## config.mk

```make
export PLATFORM = sky130hd
export DESIGN_NAME = fp_result_packer
export DESIGN_NICKNAME = d
export VERILOG_FILES = /design/src/rtl/fp_pkg.sv /design/src/rtl/udCounter.sv /design/src/rtl/fp_result_packer.sv
export SDC_FILE = /design/constraint.sdc
export NUM_CORES = 1
export LEC_CHECK = 0
export ABC_CLOCK_PERIOD_IN_PS = 3750
export CORE_MARGIN = 2
export CORE_UTILIZATION = 40
export DETAILED_ROUTE_END_ITERATION = 10
export SLEW_MARGIN = 20
export SYNTH_ARGS = -nofsm -noshare
export SYNTH_HDL_FRONTEND = slang
export SYNTH_SLANG_ARGS = --single-unit
```

## constraint.sdc

```tcl
create_clock -name clk -period 3.75 [get_ports clk]
set_clock_uncertainty 0.05 [all_clocks]
set_input_delay 0.375 -clock clk [delete_from_list [all_inputs] [get_ports clk]]
set_output_delay 0.375 -clock clk [all_outputs]
set_load 0.01 [all_outputs]
```

## src/rtl/fp_pkg.sv

```systemverilog
// Shared constants and FSM state encoding for the floating-point result packer.
package fp_pkg;

   localparam int EXP_W  = 8;
   localparam int MANT_W = 24;
   localparam int WORD_W = EXP_W + MANT_W;
   localparam logic [EXP_W-1:0] EXP_MAX = {EXP_W{1'b1}};

   typedef enum logic [1:0] {
      ST_IDLE = 2'd0,
      ST_NORM = 2'd1,
      ST_DONE = 2'd2
   } state_t;

endpackage

```

## src/rtl/udCounter.sv

```systemverilog
// Loadable up/down counter; load has priority over up, up over down.
module udCounter #(
   parameter int W = 8
) (
   input  logic         clk,
   input  logic         rst,
   input  logic         i_load,
   input  logic [W-1:0] i_load_val,
   input  logic         i_up,
   input  logic         i_down,
   output logic [W-1:0] o_q
);
   localparam logic [W-1:0] ONE = {{(W-1){1'b0}}, 1'b1};

   logic [W-1:0] r_q;

   // Counter state update.
   always_ff @(posedge clk or posedge rst) begin
      if (rst) begin
         r_q <= '0;
      end else if (i_load) begin
         r_q <= i_load_val;
      end else if (i_up) begin
         r_q <= r_q + ONE;
      end else if (i_down) begin
         r_q <= r_q - ONE;
      end else begin
         r_q <= r_q;
      end
   end

   assign o_q = r_q;

endmodule

```

## src/rtl/fp_result_packer.sv

```systemverilog
// Normalizes an adder result one bit per cycle and packs it into {sign, exp, fraction},
// resolving zero, overflow-to-infinity and underflow-flush cases.
module fp_result_packer #(
   parameter int EXP_W  = fp_pkg::EXP_W,
   parameter int MANT_W = fp_pkg::MANT_W
) (
   input  logic                    clk,
   input  logic                    rst,
   input  logic                    in_valid,
   output logic                    in_ready,
   input  logic                    in_sign,
   input  logic [EXP_W-1:0]        in_exp,
   input  logic [MANT_W-1:0]       in_mant,
   input  logic                    in_co,
   output logic                    out_valid,
   input  logic                    out_ready,
   output logic [EXP_W+MANT_W-1:0] out_word,
   output logic                    out_zero,
   output logic                    out_ovf,
   output logic                    out_unf
);
   import fp_pkg::*;

   localparam logic [EXP_W-1:0] EXP_ALL = {EXP_W{1'b1}};
   localparam logic [EXP_W-1:0] EXP_ONE = {{(EXP_W-1){1'b0}}, 1'b1};

   state_t                    r_state;
   state_t                    w_next_state;
   logic                      r_sign;
   logic [MANT_W:0]           r_mant;
   logic                      r_force_zero;
   logic                      r_force_inf;
   logic [EXP_W-1:0]          w_exp;
   logic                      w_mant_nz;
   logic                      w_capture;
   logic                      w_shift_r;
   logic                      w_shift_l;
   logic                      w_finish;
   logic [EXP_W-1:0]          w_res_exp;
   logic [MANT_W-2:0]         w_res_frac;
   logic                      w_res_zero;
   logic                      w_res_ovf;
   logic                      w_res_unf;
   logic                      r_valid;
   logic [EXP_W+MANT_W-1:0]   r_word;
   logic                      r_zero;
   logic                      r_ovf;
   logic                      r_unf;

   udCounter #(.W(EXP_W)) u_exp_cnt (
      .clk        (clk),
      .rst        (rst),
      .i_load     (w_capture),
      .i_load_val (in_exp),
      .i_up       (w_shift_r),
      .i_down     (w_shift_l),
      .o_q        (w_exp)
   );

   assign w_mant_nz = |r_mant;
   assign in_ready  = (r_state == ST_IDLE) & ~rst;

   // FSM state register.
   always_ff @(posedge clk or posedge rst) begin
      if (rst) begin
         r_state <= ST_IDLE;
      end else begin
         r_state <= w_next_state;
      end
   end

   // Next state and per-edge normalization action; exactly one action per NORM cycle.
   always_comb begin
      w_next_state = r_state;
      w_capture    = 1'b0;
      w_shift_r    = 1'b0;
      w_shift_l    = 1'b0;
      w_finish     = 1'b0;
      w_res_exp    = '0;
      w_res_frac   = '0;
      w_res_zero   = 1'b0;
      w_res_ovf    = 1'b0;
      w_res_unf    = 1'b0;
      case (r_state)
         ST_IDLE: begin
            if (in_valid) begin
               w_capture    = 1'b1;
               w_next_state = ST_NORM;
            end else begin
               w_next_state = ST_IDLE;
            end
         end
         ST_NORM: begin
            if (r_force_inf) begin
               w_finish  = 1'b1;
               w_res_exp = EXP_ALL;
               w_res_ovf = 1'b1;
            end else if (r_force_zero) begin
               w_finish   = 1'b1;
               w_res_unf  = w_mant_nz;
               w_res_zero = ~w_mant_nz;
            end else if (!w_mant_nz) begin
               w_finish   = 1'b1;
               w_res_zero = 1'b1;
            end else if (r_mant[MANT_W]) begin
               w_shift_r = 1'b1;
            end else if (!r_mant[MANT_W-1]) begin
               // Exponent 1 is the floor: further left shifts would denormalize, so flush.
               if (w_exp == EXP_ONE) begin
                  w_finish  = 1'b1;
                  w_res_unf = 1'b1;
               end else begin
                  w_shift_l = 1'b1;
               end
            end else if (w_exp == EXP_ALL) begin
               w_finish  = 1'b1;
               w_res_exp = EXP_ALL;
               w_res_ovf = 1'b1;
            end else begin
               w_finish   = 1'b1;
               w_res_exp  = w_exp;
               w_res_frac = r_mant[MANT_W-2:0];
            end
            if (w_finish) begin
               w_next_state = ST_DONE;
            end else begin
               w_next_state = ST_NORM;
            end
         end
         ST_DONE: begin
            if (out_ready) begin
               w_next_state = ST_IDLE;
            end else begin
               w_next_state = ST_DONE;
            end
         end
         default: begin
            w_next_state = ST_IDLE;
         end
      endcase
   end

   // Working sign/mantissa and special-exponent markers captured at accept.
   always_ff @(posedge clk or posedge rst) begin
      if (rst) begin
         r_sign       <= 1'b0;
         r_mant       <= '0;
         r_force_zero <= 1'b0;
         r_force_inf  <= 1'b0;
      end else if (w_capture) begin
         r_sign       <= in_sign;
         r_mant       <= {in_co, in_mant};
         r_force_zero <= (in_exp == '0);
         r_force_inf  <= (in_exp == EXP_ALL);
      end else if (w_shift_r) begin
         r_mant <= {1'b0, r_mant[MANT_W:1]};
      end else if (w_shift_l) begin
         r_mant <= {r_mant[MANT_W-1:0], 1'b0};
      end else begin
         r_mant <= r_mant;
      end
   end

   // Output word and flags, held stable until consumed.
   always_ff @(posedge clk or posedge rst) begin
      if (rst) begin
         r_valid <= 1'b0;
         r_word  <= '0;
         r_zero  <= 1'b0;
         r_ovf   <= 1'b0;
         r_unf   <= 1'b0;
      end else if (w_finish) begin
         r_valid <= 1'b1;
         r_word  <= {r_sign, w_res_exp, w_res_frac};
         r_zero  <= w_res_zero;
         r_ovf   <= w_res_ovf;
         r_unf   <= w_res_unf;
      end else if ((r_state == ST_DONE) && out_ready) begin
         r_valid <= 1'b0;
         r_zero  <= 1'b0;
         r_ovf   <= 1'b0;
         r_unf   <= 1'b0;
      end else begin
         r_valid <= r_valid;
      end
   end

   assign out_valid = r_valid;
   assign out_word  = r_word;
   assign out_zero  = r_zero;
   assign out_ovf   = r_ovf;
   assign out_unf   = r_unf;

endmodule

```

* After elaboration in Yosys (flattened, before gate mapping)
Index checks and enable logic that the tools add are counted.
** Storage, ports and cells
- Register bits after elaboration :: 74
- Latch bits :: 0
- Bits in writable memories :: 0
- ROM bits :: 0
- Input port bits :: 38
- Output and inout bits :: 37
- Logic and storage cells :: 95
- Memories kept :: 0
** Cells by class
- $add $sub $neg :: 2
- Multipliers :: 0
- Divide/modulo/power cells :: 0
- $lt $le $gt $ge :: 0
- Equality and inequality tests :: 5
- Shift operators :: 0
- Muxes and demuxes :: 68
- Bitwise gates (word level) :: 3
- Reduce and logical (&&, ||, !) cells :: 6
** Operator list (count)
- $mux 23 :: 7
- $mux 8 :: 10
- $mux 25 :: 3
- $mux 1 :: 45
- $reduce_or 25->1 :: 1
- $eq 8x8->1 const B :: 2
- $add 8x1->8 const B :: 1
- $eq 8x1->1 const B :: 1
- $logic_not 8->1 :: 1
- $sub 8x1->8 const B :: 1
- $pmux 2 s3 :: 1
- $mux 2 :: 2
- $reduce_bool 3->1 :: 1
- $eq 2x1->1 const B :: 1
- $eq 2x2->1 const B :: 1
- $logic_not 2->1 :: 1
- $not 1->1 :: 2
- $reduce_bool 2->1 :: 1
- $and 1x1->1 :: 1
- $logic_and 1x1->1 :: 1

* Longest topological paths before layout
Gate-level depths: netlist of the first run.
- Depth after elaboration :: 11
- Depth in mapped cells :: 10
- Mapped depth without buffers :: 8

* By module
Synthesis of the first run repeated with hierarchy kept, for this count alone.
** Second synthesis, totals
- Cell total of the unflattened synthesis :: 359
- Area, all modules :: 3980.1 um2
** Modules (own cells, without submodules)
- fp_result_packer :: instances 1, cells each 282, area an instance 3299.4 um2, seq. area each 1651.6 um2
- udCounter :: instances 1, cells each 77, area an instance 680.7 um2, seq. area each 200.2 um2

* Worst setup path before layout of the first run
Ideal clock, no wire load.
- Path type :: reg-to-reg
- Start :: register r_force_zero
- End :: register r_mant[10]
- Library setup time :: 0.125 ns
- Arrival :: 1.977 ns
- Data required time :: 3.575 ns
- Slack :: 1.599 ns
- Cell stages (with the launch flop) :: 8
- Path buffers :: 2
- Clock period less this slack :: 2.151 ns
- Cell sequence :: dfrtp_1 or3b_4 or2_1 buf_6 o31a_4 nand2_1 buf_4 mux2_2
** On the way
- Longest elaborated chain between the ends :: 5
- Elaborated cells between the ends (all ways) :: 9
- Those cells by class :: 8 x mux; 1 x reduce/logical
** RTL lines
- start: declaration :: RTL line fp_result_packer.sv:31 : logic r_force_zero;
- start signal: assignment :: RTL line fp_result_packer.sv:153 : r_force_zero <= (in_exp == '0);
- $mux 1 :: RTL line fp_result_packer.sv:98 : end else if (r_force_zero) begin
- $mux 1 :: RTL line fp_result_packer.sv:94 : if (r_force_inf) begin
- $mux 1 :: RTL line fp_result_packer.sv:84 : case (r_state)
- $mux 25 :: RTL line fp_result_packer.sv:155 : end else if (w_shift_r) begin
- $mux 25 :: RTL line fp_result_packer.sv:150 : end else if (w_capture) begin
- end signal: assignment :: RTL line fp_result_packer.sv:152 : r_mant <= {in_co, in_mant};
- end signal: assignment :: RTL line fp_result_packer.sv:156 : r_mant <= {1'b0, r_mant[MANT_W:1]};
- end signal: assignment :: RTL line fp_result_packer.sv:158 : r_mant <= {r_mant[MANT_W-1:0], 1'b0};
- end: declaration :: RTL line fp_result_packer.sv:30 : logic [MANT_W:0] r_mant;
Several ways; a longest one is shown, not always the timed one.
A chain may end at the register's enable or synchronous reset.

* Worst setup path in the final report of the first run
- Start :: register r_force_zero
- End :: register u_exp_cnt.r_q[7] (netlist: u_exp_cnt.o_q[7])
** On the way
- Longest elaborated chain between the ends :: 5
- Elaborated cells between the ends (all ways) :: 9
- Those cells by class :: 8 x mux; 1 x reduce/logical
** RTL lines
- $mux 1 :: RTL line fp_result_packer.sv:98
- $mux 1 :: RTL line fp_result_packer.sv:94
- $mux 1 :: RTL line fp_result_packer.sv:84
- $mux 8 :: RTL line udCounter.sv:23 : end else if (i_up) begin
- $mux 8 :: RTL line udCounter.sv:21 : end else if (i_load) begin
- end signal: assignment :: RTL line udCounter.sv:22 : r_q <= i_load_val;
- end signal: assignment :: RTL line udCounter.sv:24 : r_q <= r_q + ONE;
- end signal: assignment :: RTL line udCounter.sv:26 : r_q <= r_q - ONE;
- end: declaration :: RTL line udCounter.sv:15 : logic [W-1:0] r_q;
Several ways; a longest one is shown, not always the timed one.

==> results of run 1 <==
[power groups by stage]
stage               clock [mW]  sequential (mW)  combinational (mW)
CTS                      0.717             1.45                1.86
finish                   0.699             1.46                1.84
detailed placement           0             1.47                1.85
floorplan                    0             1.43                1.23
global placement             0             1.46                1.82
global route             0.753             1.51                2.06
[cells by family after synthesis]
family / Yosys count / share of synthesized area
AO/OA/AOI/OAI: 97 / 0.153
XOR/XNOR: 2 / 0.00460
adder cells (fa/ha/maj): 3 / 0.00986
buffers and inverters: 31 / 0.0348
flip-flops: 74 / 0.487
multiplexers: 26 / 0.0759
AND/OR/NAND/NOR: 204 / 0.235
[sequential cells by signal (all words and copies together) (netlist names), 2 cells and up]
| signal | cells |
|---|---|
| r_state | 2 |
| u_exp_cnt.o_q | 8 |
| out_word | 32 |
| r_mant | 25 |
[final timing paths]
| path | from | end | depth (start not counted) |
|---|---|---|---|
| setup / recovery | r_force_zero | u_exp_cnt.o_q[7] | 6 |
| hold / removal | out_word[23] | out_word[23] | 2 |
| setup reg to reg | r_force_zero | u_exp_cnt.o_q[7] | 6 |
| hold reg to reg | out_word[23] | out_word[23] | 2 |
| max in group asynchronous | rst | out_word[30] | 3 |
| min in group asynchronous | rst | r_mant[11] | 2 |
[area by class of cell]
cell class / instances / area, µm² / area share
Sequential cell: 74 / 1850 / 0.377
Timing Repair Buffer: 82 / 813 / 0.166
Inverter: 3 / 11.3 / 0.00230
Tap cell: 129 / 161 / 0.0329
Clock buffer: 10 / 138 / 0.0281
Clock inverter: 6 / 90.1 / 0.0184
Multi-Input combinational cell: 332 / 1840 / 0.375
[worst max-delay path, cell delays in order, from the launching register on]
cell	delay, ns
dfrtp_1	0.45
or3b_4	0.44
nor2_4	0.55
nand3_1	0.14
o22a_1	0.25
or4_1	0.48
a31oi_1	0.17
[cell usage in the layout (no fill, tap or decap), types with 5 or more instances in the layout]
master,netlist,final
nand2_1,115,114
clkdlybuf4s50_1,0,74
dfrtp_1,74,74
nor2_1,41,41
o21ai_0,38,38
a31oi_1,27,27
mux2_2,23,23
a21oi_1,13,13
clkbuf_8,0,10
nand3_1,9,9
nor4_1,7,7
buf_4,2,7
nand4_1,5,5
[per-layer routing]
layer / global-route usage / share of wire
met5: 0 / 0
met1: 0.286 / 0.50
met3: 0.0497 / 0.055
met4: 0.0530 / 0.010
met2: 0.281 / 0.44
[stage by stage]
stage | util | power (mW)
3_5_place_dp | 0.506 | 3.31
2_1_floorplan | - | 2.65
3_3_place_gp | 0.506 | 3.28
5_1_grt | 0.531 | 4.32
6_report | 0.531 | 4.00
4_1_cts | 0.531 | 4.03
==> reports/summary.txt, run 1 <==
status -> complete, no violations
die extent in x -> 102 µm
DRT Wirelength -> 9480 µm
I/O Buffers -> 74
Seq/Total Area, Yosys -> 0.487
pre-CTS setup slack -> 1.16 ns
Final ANT Viol Nets -> 0
Synth area leaders -> dfrtp_1, nand2_1, mux2_2
Initial DRT Pass Iterations -> 4
die extent in y -> 102 µm
CP endpoint kind -> flip-flop
Cells after Synth -> 437
area delta synth->final -> 28.9%
Crit Path Max Fanout -> 28
dpl cells -> 620
commonest cells in the netlist -> nand2_1, dfrtp_1, nor2_1
Worst Setup Path Type -> flip-flop to flip-flop
Vias -> 3,329
layout cell share with drive strength beyond 1 -> 0.108
GP Congestion -> 0.817
relative slew slack -> 0.415
vias in the first global route -> 3,108
Mapped Avg Cell Area -> 8.71 µm²
CTS buffer count -> 9
Post-CTS Setup Bufs -> 0
register clock-pin slew on the reported worst setup and hold paths -> 0.08 ns
Max-Cap Viols -> 0
Worst EP required -> 3.97 ns
switching fraction of total power -> 0.396
Internal -> 2.41 mW
most frequent cell after synthesis -> nand2_1
Die ar. -> 0.0103 mm²
RSZ-0062 raised after global routing -> false
Filler cells -> 890
Hold Crit Class -> flip-flop to flip-flop
clock share of power -> 0.175
Ant. Diodes -> 0
Clk Latency, worst-skew pair -> 0.35 ns
syn nets -> 478
FP Rows -> 35
area of placed instances -> 0.00468 mm²
cts hold-fix bufs -> 0
Post-synth EDFFs -> 0
combinational power share -> 0.460
global-route wire length before repair -> 15,600 µm
largest net degree at the start of global routing -> 43
Slew @ Worst Pin -> 0.876 ns
fin nets -> 543
max-slew violations -> 0
GRT Residual Overflow -> 0
Psw -> 1.58 mW
io pins -> 75
Synth top area share -> 0.487
initial drt markers -> 193
Core Area -> 0.00924 mm²
post-synthesis register bit count -> 74
htree depth -> 3
PostCTS Resize Cnt -> 0
Setup TNS -> 0 ns
total track usage -> 0.193
largest area contributor in the netlist -> dfrtp_1
ys async rst share -> 1.00
drt wl/cell -> 14.9 µm
CP arrival -> 2.83 ns
CP Launch Type -> flip-flop
Leakage -> 2.04 nW
Setup Viol. Count Final -> 0
CTS root buffer -> clkbuf_8
share of power burned in registers -> 0.365
initial core utilization -> 0.412
clk sink count -> 74
# DRC -> 0
Final WS setup -> 1.13 ns
YS warnings -> 0
maximum operating frequency -> 0.382 GHz
Design Area, Final -> 0.00491 mm²
Yosys cell types -> 47
CTS tree -> done
Layout Cells excl Fill -> 636
WHS -> 0.430 ns
Hold Fails Final Rpt -> 0
reg2reg setup slack -> 1.13 ns
initial antenna violation count -> 0
Synth Cell Area -> 0.00381 mm²
top_reg_cell synth -> dfrtp_1
buffer depth of the longest clock path -> 2
IR drop worst, VDD -> 0.303 mV
period utilization -> 0.698
post-DP HPWL -> 6580 µm
PD cells -> 815 mW/mm²
minimum clock period -> 2.62 ns
number of vias per cell -> 5.23
(Power assumes the default switching activity.)
==> run 2: changes to the inputs <==
ABC_CLOCK_PERIOD_IN_PS = 2500   (was 3750)
clock period = 2.5 ns   (was 3.75 ns; I/O delays follow)
==> run 2 against run 1 <==
Compared with the run above:
- first-iteration DRC count up 16%
- clock-buffer cell count unchanged
- critical path depth up 2
- core utilization up 1.1 points
- largest cell class is now multi-input combinational cells
==> reports/summary.txt, run 2 (synthesis results as in run 1) <==
Critical Path Sink -> r_mant[4] (was u_exp_cnt.o_q[7])
Largest register FFs -> 32 (unchanged)
Core Area -> 0.00924 mm² (unchanged)
Worst Setup Path Type -> flip-flop to flip-flop (unchanged)
minimum clock period -> 2.38 ns (was 2.62 ns)
Ant. Diodes -> 0 (unchanged)
Slew @ Worst Pin -> 0.552 ns (was 0.876 ns)
GRT Residual Overflow -> 0 (unchanged)
reg2reg setup slack -> 0.12 ns (was 1.13 ns)
Post-CTS Setup Bufs -> 0 (unchanged)
DRT Wirelength -> 9720 µm (was 9480 µm)
Die ar. -> 0.0103 mm² (unchanged)
RSZ-0062 raised after global routing -> false (unchanged)
Crit Path Max Fanout -> 23 (was 28)
relative slew slack -> 0.631 (was 0.415)
initial core utilization -> 0.412 (unchanged)
number of vias per cell -> 5.26 (was 5.23)
top cell family by delay on the critical path -> simple AND/OR/NAND/NOR gates (unchanged)
slowest stage delay, CP -> 0.44 ns (was 0.55 ns)
switching fraction of total power -> 0.395 (was 0.396)
global-route wire length before repair -> 16,200 µm (was 15,600 µm)
vias in the first global route -> 3,299 (was 3,108)
initial antenna violation count -> 0 (unchanged)
io pins -> 75 (unchanged)
total track usage -> 0.201 (was 0.193)
crit-path cells -> inv_1 > ha_1 > nor4b_2 > and2_1 > o31a_4 > nand2_1 > buf_8 > mux2_2 (was or3b_4 > nor2_4 > nand3_1 > o22a_1 > or4_1 > a31oi_1)
area delta synth->final -> 31.5% (was 28.9%)
Hold Fails Final Rpt -> 0 (unchanged)
Leakage -> 2.09 nW (was 2.04 nW)
maximum operating frequency -> 0.420 GHz (was 0.382 GHz)
Psw -> 2.41 mW (was 1.58 mW)
Internal -> 3.69 mW (was 2.41 mW)
Hold Crit Class -> primary input to async pin (was flip-flop to flip-flop)
Worst EP required -> 2.68 ns (was 3.97 ns)
I/O Buffers -> 74 (unchanged)
Max-Cap Viols -> 0 (unchanged)
IR drop worst, VDD -> 0.469 mV (was 0.303 mV)
CTS root buffer -> clkbuf_8 (unchanged)
largest net degree at the start of global routing -> 41 (was 43)
wire length on met2 -> 4350 µm (was 4140 µm)
clock share of power -> 0.166 (was 0.175)
drt wl/cell -> 15.0 µm (was 14.9 µm)
initial drt markers -> 223 (was 193)
DRT met1 WL -> 4860 µm (was 4720 µm)
CTS tree -> done (unchanged)
buffer depth of the longest clock path -> 2 (unchanged)
CP startpoint -> u_exp_cnt.o_q[1] (was r_force_zero)
CP arrival -> 2.56 ns (was 2.83 ns)
share of power burned in registers -> 0.352 (was 0.365)
clk sink count -> 74 (unchanged)
CTS buffer count -> 9 (unchanged)
commonest non-fill, non-tap cell in the layout -> nand2_1 (unchanged)
combinational power share -> 0.481 (was 0.460)
Setup Viol. Count Final -> 0 (unchanged)
GP Congestion -> 0.877 (was 0.817)
Initial DRT Pass Iterations -> 4 (unchanged)
register clock-pin slew on the reported worst setup and hold paths -> 0.08 ns (about the same)
PD cells -> 1220 mW/mm² (was 815 mW/mm²)
post-DP HPWL -> 6960 µm (was 6580 µm)
CP Launch Type -> flip-flop (unchanged)
cell depth of the worst setup path -> 8 (was 6)
status -> complete, no violations (unchanged)
Vias -> 3,411 (was 3,329)
R2R depth -> 8 (was 6)
# DRC -> 0 (unchanged)
met3 WL -> 395 µm (was 518 µm)
reg2reg end -> r_mant[4] (was u_exp_cnt.o_q[7])
CP endpoint kind -> flip-flop (unchanged)
htree depth -> 3 (unchanged)
period utilization -> 0.952 (was 0.698)
cts hold-fix bufs -> 0 (unchanged)
Setup TNS -> 0 ns (unchanged)
Final ANT Viol Nets -> 0 (unchanged)
fin nets -> 555 (was 543)
layout cell share with drive strength beyond 1 -> 0.131 (was 0.108)
max-slew violations -> 0 (unchanged)
die extent in y -> 102 µm (unchanged)
FP Rows -> 35 (unchanged)
Max Used Layer -> met4 (unchanged)
reg2reg start -> u_exp_cnt.o_q[1] (was r_force_zero)
highest-delay cell along the critical path -> dfrtp_1 (was nor2_4)
die extent in x -> 102 µm (unchanged)
fin util -> 0.542 (was 0.531)
WP buf/inv -> 2 (was 0)
commonest cells after routing, fill and taps aside -> nand2_1, clkdlybuf4s50_1, dfrtp_1, nor2_1, o21ai_0 (unchanged)
Clk Latency, worst-skew pair -> 0.35 ns (about the same)
[run 2: worst register-to-register path, delay by kind of cell (launching register included)]
family	cells	cell delay, ns
AND/OR/NAND/NOR	3	0.48
flip-flops	1	0.44
AO/OA/AOI/OAI	1	0.44
multiplexers	1	0.37
buffers and inverters	2	0.32
adder cells (fa/ha/maj)	1	0.18
[run 2: per-stage QoR]
step | hold WS (ns) | setup slack, ns | std cells | total power, mW | cell area, µm²
global route | 0.356 | 0.0115 | 648 | 6.61 | 5000
floorplan | 0.305 | 0.318 | 437 | 3.98 | 3810
global placement | 0.407 | 0.125 | 632 | 5.01 | 4770
detailed placement | 0.419 | 0.0759 | 632 | 5.08 | 4770
finish | 0.312 | 0.120 | 648 | 6.09 | 5000
CTS | 0.313 | 0.0543 | 648 | 6.12 | 4980
[run 2: layer usage]
metal,up-vias,track usage
li1,1674,-
met1,1636,0.307
met2,92,0.284
met3,9,0.0373
met4,0,0.0707
met5,-,0
[run 2: power groups by stage]
stage          Sequential, mW  Combinational, mW  Clock, mW
2_1_floorplan            2.14               1.84          0
3_3_place_gp             2.13               2.88          0
3_5_place_dp             2.15               2.93          0
4_1_cts                  2.13               2.94       1.04
5_1_grt                  2.23               3.30       1.09
6_report                 2.15               2.93       1.01
[run 2: final cells by class]
class | count | area, µm²
Clock inverter | 6 | 88.8
Sequential cell | 74 | 1850
Tap cell | 129 | 161
Multi-Input combinational cell | 332 | 1850
Inverter | 3 | 11.3
Fill cell | 842 | 4240
Timing Repair Buffer | 94 | 911
Clock buffer | 10 | 128
[run 2: worst min path at each step]
stage	from	endpoint
2_1_floorplan	in_co	r_mant[24]
3_3_place_gp	r_sign	r_sign
3_5_place_dp	out_word[16]	out_word[16]
4_1_cts	rst	out_word[17]
5_1_grt	rst	out_word[17]
6_report	rst	out_word[17]
[run 2: what timing repair did]
item / in CTS / in global routing
resized for setup: 0 / 4
endpoints found under the hold margin: 0 / 0
setup endpoints to repair: 0 / 31
